**config.mk**
```make
export PLATFORM = sky130hd
export DESIGN_NAME = sd4_mac_accumulator
export DESIGN_NICKNAME = d
export VERILOG_FILES = /design/src/rtl/sd4_mac_pkg.sv /design/src/rtl/sd4_sat_add.sv /design/src/rtl/sd4_mac_accumulator.sv
export SDC_FILE = /design/constraint.sdc
export NUM_CORES = 1
export LEC_CHECK = 0
export BUFFER_PORTS_ARGS = -buffer_cell sky130_fd_sc_hd__buf_2
export CORE_MARGIN = 2
export CORE_UTILIZATION = 40
export CTS_BUF_LIST = sky130_fd_sc_hd__clkbuf_4 sky130_fd_sc_hd__clkbuf_8
export CTS_CLUSTER_DIAMETER = 100
export CTS_CLUSTER_SIZE = 14
export DETAILED_ROUTE_END_ITERATION = 8
export GPL_TIMING_DRIVEN = 0
export SLEW_MARGIN = 10
export SYNTH_ARGS = -nofsm -noshare
export SYNTH_HDL_FRONTEND = slang
export SYNTH_SLANG_ARGS = --single-unit
```
**constraint.sdc**
```tcl
create_clock -name clk -period 7.78 [get_ports clk]
set_clock_uncertainty 0.1 [all_clocks]
set_input_delay 0.389 -clock clk [delete_from_list [all_inputs] [get_ports clk]]
set_output_delay 0.389 -clock clk [all_outputs]
set_load 0.1 [all_outputs]
```
**src/rtl/sd4_mac_pkg.sv**
```systemverilog
// Shared types and constants for the SD4 MAC accumulator stage.
package sd4_mac_pkg;

    localparam int unsigned IN_W_DEF  = 20;
    localparam int unsigned ACC_W_DEF = 32;

    localparam logic [ACC_W_DEF-1:0] ACC_MAX = {1'b0, {(ACC_W_DEF-1){1'b1}}};
    localparam logic [ACC_W_DEF-1:0] ACC_MIN = {1'b1, {(ACC_W_DEF-1){1'b0}}};

    typedef enum logic [1:0] {
        ST_IDLE,
        ST_ACC,
        ST_OUT
    } state_e;

endpackage

```
**src/rtl/sd4_sat_add.sv**
```systemverilog
// Signed accumulator + input add with overflow detect and optional clamp.
module sd4_sat_add
    import sd4_mac_pkg::*;
#(
    parameter int unsigned IN_W     = IN_W_DEF,
    parameter int unsigned ACC_W    = ACC_W_DEF,
    parameter bit          SATURATE = 1'b1
) (
    input  logic [ACC_W-1:0] acc_i,
    input  logic [IN_W-1:0]  add_i,
    output logic [ACC_W-1:0] sum_o,
    output logic             ovf_o
);

    logic [ACC_W:0] sum_wide;
    logic           ovf;

    always_comb begin
        sum_wide = {acc_i[ACC_W-1], acc_i}
                 + {{(ACC_W+1-IN_W){add_i[IN_W-1]}}, add_i};
        // Result out of range exactly when the two top bits of the wide sum disagree.
        ovf   = sum_wide[ACC_W] ^ sum_wide[ACC_W-1];
        sum_o = sum_wide[ACC_W-1:0];
        if (SATURATE && ovf) begin
            sum_o = sum_wide[ACC_W] ? {1'b1, {(ACC_W-1){1'b0}}}
                                    : {1'b0, {(ACC_W-1){1'b1}}};
        end
        ovf_o = ovf;
    end

endmodule

```
**src/rtl/sd4_mac_accumulator.sv**
```systemverilog
// Accumulates a programmable number of signed beats per vector and presents
// the result on a valid/ready handshake with a sticky overflow flag.
module sd4_mac_accumulator
    import sd4_mac_pkg::*;
#(
    parameter int unsigned IN_W     = IN_W_DEF,
    parameter int unsigned ACC_W    = ACC_W_DEF,
    parameter int unsigned CNT_W    = 8,
    parameter bit          SATURATE = 1'b1
) (
    input  logic             clk,
    input  logic             rst_n,
    input  logic             start,
    input  logic [CNT_W-1:0] cfg_len,
    input  logic             in_valid,
    output logic             in_ready,
    input  logic [IN_W-1:0]  signed_sum,
    output logic             out_valid,
    input  logic             out_ready,
    output logic [ACC_W-1:0] acc_out,
    output logic             ovf,
    output logic             busy
);

    state_e           state_q, state_d;
    logic [ACC_W-1:0] acc_q, acc_d;
    logic [ACC_W-1:0] acc_out_q, acc_out_d;
    logic [CNT_W-1:0] rem_q, rem_d;
    logic             ovf_q, ovf_d;

    logic [ACC_W-1:0] add_sum;
    logic             add_ovf;

    sd4_sat_add #(
        .IN_W     (IN_W),
        .ACC_W    (ACC_W),
        .SATURATE (SATURATE)
    ) u_sat_add (
        .acc_i (acc_q),
        .add_i (signed_sum),
        .sum_o (add_sum),
        .ovf_o (add_ovf)
    );

    always_comb begin
        state_d   = state_q;
        acc_d     = acc_q;
        acc_out_d = acc_out_q;
        rem_d     = rem_q;
        ovf_d     = ovf_q;
        unique case (state_q)
            ST_IDLE: begin
                if (start) begin
                    acc_d = '0;
                    ovf_d = 1'b0;
                    if (cfg_len != '0) begin
                        rem_d   = cfg_len;
                        state_d = ST_ACC;
                    end else begin
                        acc_out_d = '0;
                        state_d   = ST_OUT;
                    end
                end
            end
            ST_ACC: begin
                if (in_valid) begin
                    acc_d = add_sum;
                    ovf_d = ovf_q | add_ovf;
                    rem_d = rem_q - CNT_W'(1);
                    // Result register loads alongside the last beat so out_valid
                    // and acc_out appear together one cycle after the transfer.
                    if (rem_q == CNT_W'(1)) begin
                        acc_out_d = add_sum;
                        state_d   = ST_OUT;
                    end
                end
            end
            ST_OUT: begin
                if (out_ready) begin
                    state_d = ST_IDLE;
                end
            end
            default: state_d = ST_IDLE;
        endcase
    end

    always_ff @(posedge clk or negedge rst_n) begin
        if (!rst_n) begin
            state_q   <= ST_IDLE;
            acc_q     <= '0;
            acc_out_q <= '0;
            rem_q     <= '0;
            ovf_q     <= 1'b0;
        end else begin
            state_q   <= state_d;
            acc_q     <= acc_d;
            acc_out_q <= acc_out_d;
            rem_q     <= rem_d;
            ovf_q     <= ovf_d;
        end
    end

    assign in_ready  = (state_q == ST_ACC);
    assign out_valid = (state_q == ST_OUT);
    assign busy      = (state_q != ST_IDLE);
    assign acc_out   = acc_out_q;
    assign ovf       = ovf_q;

endmodule

```
Word-level counts from Yosys, hierarchy flattened
Cells that the tools add are included.
Widths: inputs -> output; s select.
Storage, ports and cells
  word-level logic and storage cells: 49
  flip-flop bits (word level): 75
  output and inout port bits: 36
Operators by class
  reductions and logical operators: 8
  eq/ne operators: 9
  mux-type cells: 23
  add/sub/neg operators: 2
  bitwise operators: 2
Operator list (number)
  $mux 32: 8
  $pmux 32 s2: 2
  $add 32x20->33: 1
  $mux 8: 3
  $pmux 8 s2: 1
  $mux 2: 5
  $eq 8x1->1 const B: 1
  $ne 2x2->1 const B: 4
  $reduce_and 4->1: 2
  $reduce_bool 8->1: 1
  $sub 8x1->8 const B: 1
  $pmux 2 s3: 1
  $reduce_and 5->1: 1
  $ne 2x1->1 const B: 2
  $reduce_bool 2->1: 2
  $reduce_and 3->1: 1
  $eq 2x1->1 const B: 1
  $eq 2x2->1 const B: 1
  $logic_not 2->1: 1
  $mux 1: 2
  $pmux 1 s2: 1
  $or 1x1->1: 1
  $xor 1x1->1: 1

Longest topological paths before layout
  depth in word-level cells: 6
  gate-level depth with buffers: 12
  gate-level depth less buffers: 11

Modules after synthesis
Synthesis repeated with hierarchy kept, for this count alone.
Unflattened totals
  cell total of the unflattened synthesis: 550
  area, all modules: 5350.1 sq um
By module, submodules not included
  sd4_mac_accumulator: instances 1, area each 3301.9 sq um, cells each 263
  sd4_sat_add: instances 1, area each 2048.2 sq um, cells each 287

Worst setup path before layout
OpenSTA, ideal clock, no wires.
  path kind: input -> register
  start point: input signed_sum[0]
  end point: register acc_out_q[3], in the netlist acc_out[3]
  stages on the path: 12
  path slack: 4789 ps
  data required time: 7603 ps
  setup time: 77 ps
  arrival time: 2814 ps
  path through: ha_1 -> fa_1 -> a21o_1 -> a221oi_2 -> a211o_2 -> a211oi_4 -> a41oi_4 -> nand2b_4 -> o211ai_4 -> buf_2 -> a21o_1 -> o21ai_1
Between the ends
  word-level cells in the longest chain between the ends: 6
  elaborated cells on any way between the ends: 7
  those cells by class: add/sub: 1; mux: 5; bitwise: 1
Ends and longest elaborated chain
  start, declared: RTL line sd4_mac_accumulator.sv:17  | input logic [IN_W-1:0] signed_sum,
  $add 32x20->33 (*): RTL line sd4_sat_add.sv:20  | + {{(ACC_W+1-IN_W){add_i[IN_W-1]}}, add_i};
  $mux 32 / $xor 1x1->1 (equally long branches): RTL line sd4_sat_add.sv:25, sd4_sat_add.sv:22
  $mux 32 (*): RTL line sd4_sat_add.sv:24  | if (SATURATE && ovf) begin
  $mux 32 (*): RTL line sd4_mac_accumulator.sv:72  | if (rem_q == CNT_W'(1)) begin
  $mux 32 (*): RTL line sd4_mac_accumulator.sv:66  | if (in_valid) begin
  $pmux 32 s2 (*): RTL line sd4_mac_accumulator.sv:51  | unique case (state_q)
  end signal, assigned: RTL line sd4_mac_accumulator.sv:97  | acc_out_q <= acc_out_d;
  end, declared: RTL line sd4_mac_accumulator.sv:27  | logic [ACC_W-1:0] acc_out_q, acc_out_d;
Mark *: on every way between the ends. The rest lies on a longest branch, timed or not. The select of a mux whose other input is x is not followed.
A chain may end at the register's enable or synchronous reset.

Worst setup path after layout
  start point: register acc_q[0]
  end point: register acc_q[26]
Between the ends
  word-level cells in the longest chain between the ends: 5
  elaborated cells on any way between the ends: 6
  those cells by class: add/sub: 1; mux: 4; bitwise: 1
Ends and longest elaborated chain
  start, declared: RTL line sd4_mac_accumulator.sv:26  | logic [ACC_W-1:0] acc_q, acc_d;
  start signal, assigned: RTL line sd4_mac_accumulator.sv:90  | acc_q <= '0;
  start signal, assigned: RTL line sd4_mac_accumulator.sv:96  | acc_q <= acc_d;
  $add 32x20->33 (*): RTL line sd4_sat_add.sv:20
  $mux 32 / $xor 1x1->1 (equally long branches): RTL line sd4_sat_add.sv:25, sd4_sat_add.sv:22
  $mux 32 (*): RTL line sd4_sat_add.sv:24
  $mux 32 (*): RTL line sd4_mac_accumulator.sv:66
  $pmux 32 s2 (*): RTL line sd4_mac_accumulator.sv:51
Marks and branches as above.

==> impl_metrics.yaml <==
global_route:
  grt_pass1_wl_um: 23300
  grtUsageTotal_pct: 22.4
  grt_antenna_before_repair: 0
  gr-total-overflow: 0
  grt_pass1_vias: 4567
  grt_max_degree: 44
place:
  port_buffers: 68
  place_congestion: 0.893
  dp_hpwl_um: 10600
die:
  rows: 40
  io_pins: 69
  die_area_um2: 13400
  core_area_um2: 12100
  start_util_pct: 41.1
  die_h_um: 116
  chipWidth_um: 116
yosys:
  synth_cells: 588
  muxShareOfSynthArea_pct: 0.653
  avgSynthCellArea_um2: 8.48
  synth_edf_count: 0
  async_flop_share_pct: 100
  yosys.area_share.simple_pct: 15.9
  yosysWarnings: 0
  synthTopCellsByArea: "dfrtp_1 38%, ha_1 8.5%, nand2_1 7.5%"
  synth_top_area_cell: "dfrtp_1"
  synth-seq-cells: 75
  synthDistinctLibCells: 56
  synth-seq-area-share_pct: 37.7
  synthesis.area_um2: 4980
  synth_top_area_share_pct: 37.7
  synth_ff_type: "dfrtp_1"
  synth_top_family_by_area: "compound AO/OA/AOI/OAI gates"
  synth_fp_nets: 656
  synth_adder_area_share_pct: 8.94
  synth_compound_area_share_pct: 28.2
  synth_xor_area_share_pct: 5.10
clock_network:
  cts_root_buffer: "clkbuf_8"
  cts_tree: "yes"
  cts_buffers: 9
  post_cts_buffers: 0
  clk_latency_ps: 380
  cts_resized: 0
  cts_num_sinks: 75
  path_clk_slew_ps: 80
  cts_max_level: 3
  clk_path_buf_depth: 2
timing:
  worst_slew_pin_slew_ps: 673
  fin_crit_ps: 3480
  maxSlewViolCount: 0
  max_freq_mhz: 288
  fin_crit_sh_pct: 44.7
  rsz0062_at_grt: "false"
  fin_setup_tns_ps: 0
  setup_violations: 0
  relSlewSlack_pct: 55.1
  final_hold_viol_count: 0
detailed_routing:
  post_drt_wl_per_cell_um: 16.5
  via_count: 4541
  firstDrtPassIters: 4
  drt-total-wl_um: 13900
  viasPerCell: 5.39
  drc: 0
  antenna_left: 0
  initialDrtViolationCount: 203
worst_setup_path:
  cp_max_fo: 5
  rr_worst_depth: 10
  endpoint_kind: "register"
  slowest_delay_ps: 590
  cp.depth: 10
  critPathBufInv: 0
  critPathLaunch: "acc_q[0]"
  r2r-start: "acc_q[0]"
  crit_type: "register to register"
  crit_family: "compound AO/OA/AOI/OAI gates"
  arrival_ps: 3630
  start_kind: "register"
  worst_path_most_repeated_cell: "o21ai_0"
  crit_path_cell_trace: "ha_1 -> fa_1 -> a21o_1 -> a221oi_2 -> o21ai_0 -> a21oi_1 -> o21ai_0 -> xor2_1 -> nor2_1 -> o21ai_0"
  slowest_stage: "a21oi_1"
  worstPathRequired_ps: 7940
finish:
  final_nets: 737
  drive_gt1_share_pct: 16.3
  diodes: 0
  area_growth_pct: 15.9
hold_path:
  min_from: "out_ready"
  holdPathStages: 2
  worstHoldPathType: "primary input to register"
outcome:
  status: "completed"
run:
  cap_violations: 0
==> cells by family after synthesis <==
logic type | Yosys count
compound gates | 220
simple gates | 185
flops | 75
buf+inv | 41
fa+ha+maj | 35
xor+xnor | 29
mux | 3
==> final cells by class <==
| cell class | instances | area [um^2] |
|---|---|---|
| Tap cell | 168 | 210 |
| Multi-Input combinational cell | 472 | 2930 |
| Inverter | 13 | 48.8 |
| Timing Repair Buffer | 70 | 380 |
| Buffer | 28 | 128 |
| Fill cell | 1258 | 6340 |
| Clock inverter | 7 | 76.3 |
| Clock buffer | 9 | 124 |
| Sequential cell | 75 | 1880 |
==> stage by stage <==
| stage | instances | hold slack (ps) | util, % | instance area, um^2 | worst slack (ps) |
|---|---|---|---|---|---|
| floorplan | 588 | -6.59 | - | 4980 | 4790 |
| detailed placement | 825 | 271 | 45.9 | 5560 | 4230 |
| CTS | 842 | 76.9 | 47.7 | 5770 | 4340 |
| global placement | 824 | 362 | 45.7 | 5530 | 4240 |
| global route | 842 | 73.6 | 47.7 | 5770 | 4110 |
| finish | 842 | 87.5 | 47.7 | 5770 | 4300 |
==> repair_timing <==
item	CTS	global route
endpoints found under the hold margin	32	0
setup endpoints to repair	0	0
hold buffers	1	0
==> metal layers <==
layer,vias up,GRT usage [%],wire length [um]
met5,-,0,0
met4,0,7.22,261
met3,22,4.60,434
met2,75,34.6,6380
met1,2175,31.5,6820
li1,2269,-,-
==> path summary, 6_finish.rpt <==
kind / endpoint / slack, ps
worst max register to register: acc_q[26] / 4300
max in group asynchronous: acc_q[26] / 6610
worst min-delay path: state_q[1] / 90
worst min register to register: acc_out[26] / 380
min in group asynchronous: acc_q[6] / 390
worst max-delay path: acc_q[26] / 4300
==> synthesized netlist by cell type (all sizes together), types with 2 or more instances <==
master / count
dfrtp: 75
nor2b: 3
a22o: 2
nor3: 10
xor2: 14
a221oi: 2
nor4: 3
o221ai: 2
ha: 34
inv: 13
nand4: 8
a41oi: 4
a21oi: 46
o21a: 6
a21o: 28
mux2: 2
or3: 2
clkbuf: 18
a211oi: 6
xnor2: 15
o21bai: 8
a21boi: 2
o21ai: 83
nand3: 5
o31ai: 9
nand2: 99
buf: 10
a31oi: 6
nand2b: 5
and3: 4
a22oi: 4
o211ai: 5
nor2: 43
==> sequential cells by signal, summed over array words and instances (netlist names) <==
signal   count
rem_q        8
ovf          1
acc_out     32
acc_q       32
state_q      2
==> cell usage in the layout (no fill, tap or decap), types with 8 or more instances in the layout <==
master | Yosys | final
nor3_1 | 10 | 10
nand4_1 | 8 | 8
o21ai_0 | 38 | 38
xor2_1 | 14 | 14
buf_2 | 8 | 75
ha_1 | 34 | 34
dfrtp_1 | 75 | 75
o31ai_1 | 9 | 9
clkbuf_1 | 17 | 17
nand2_1 | 99 | 99
clkbuf_8 | 0 | 9
o21ai_1 | 45 | 45
a21oi_1 | 45 | 45
inv_1 | 12 | 12
a21o_1 | 28 | 28
o21bai_1 | 8 | 8
nor2_1 | 43 | 43
xnor2_1 | 15 | 15
Power is left out: the tool's default activity adds up to more than one toggle a clock period on the data nets, which glitch-free logic cannot reach.
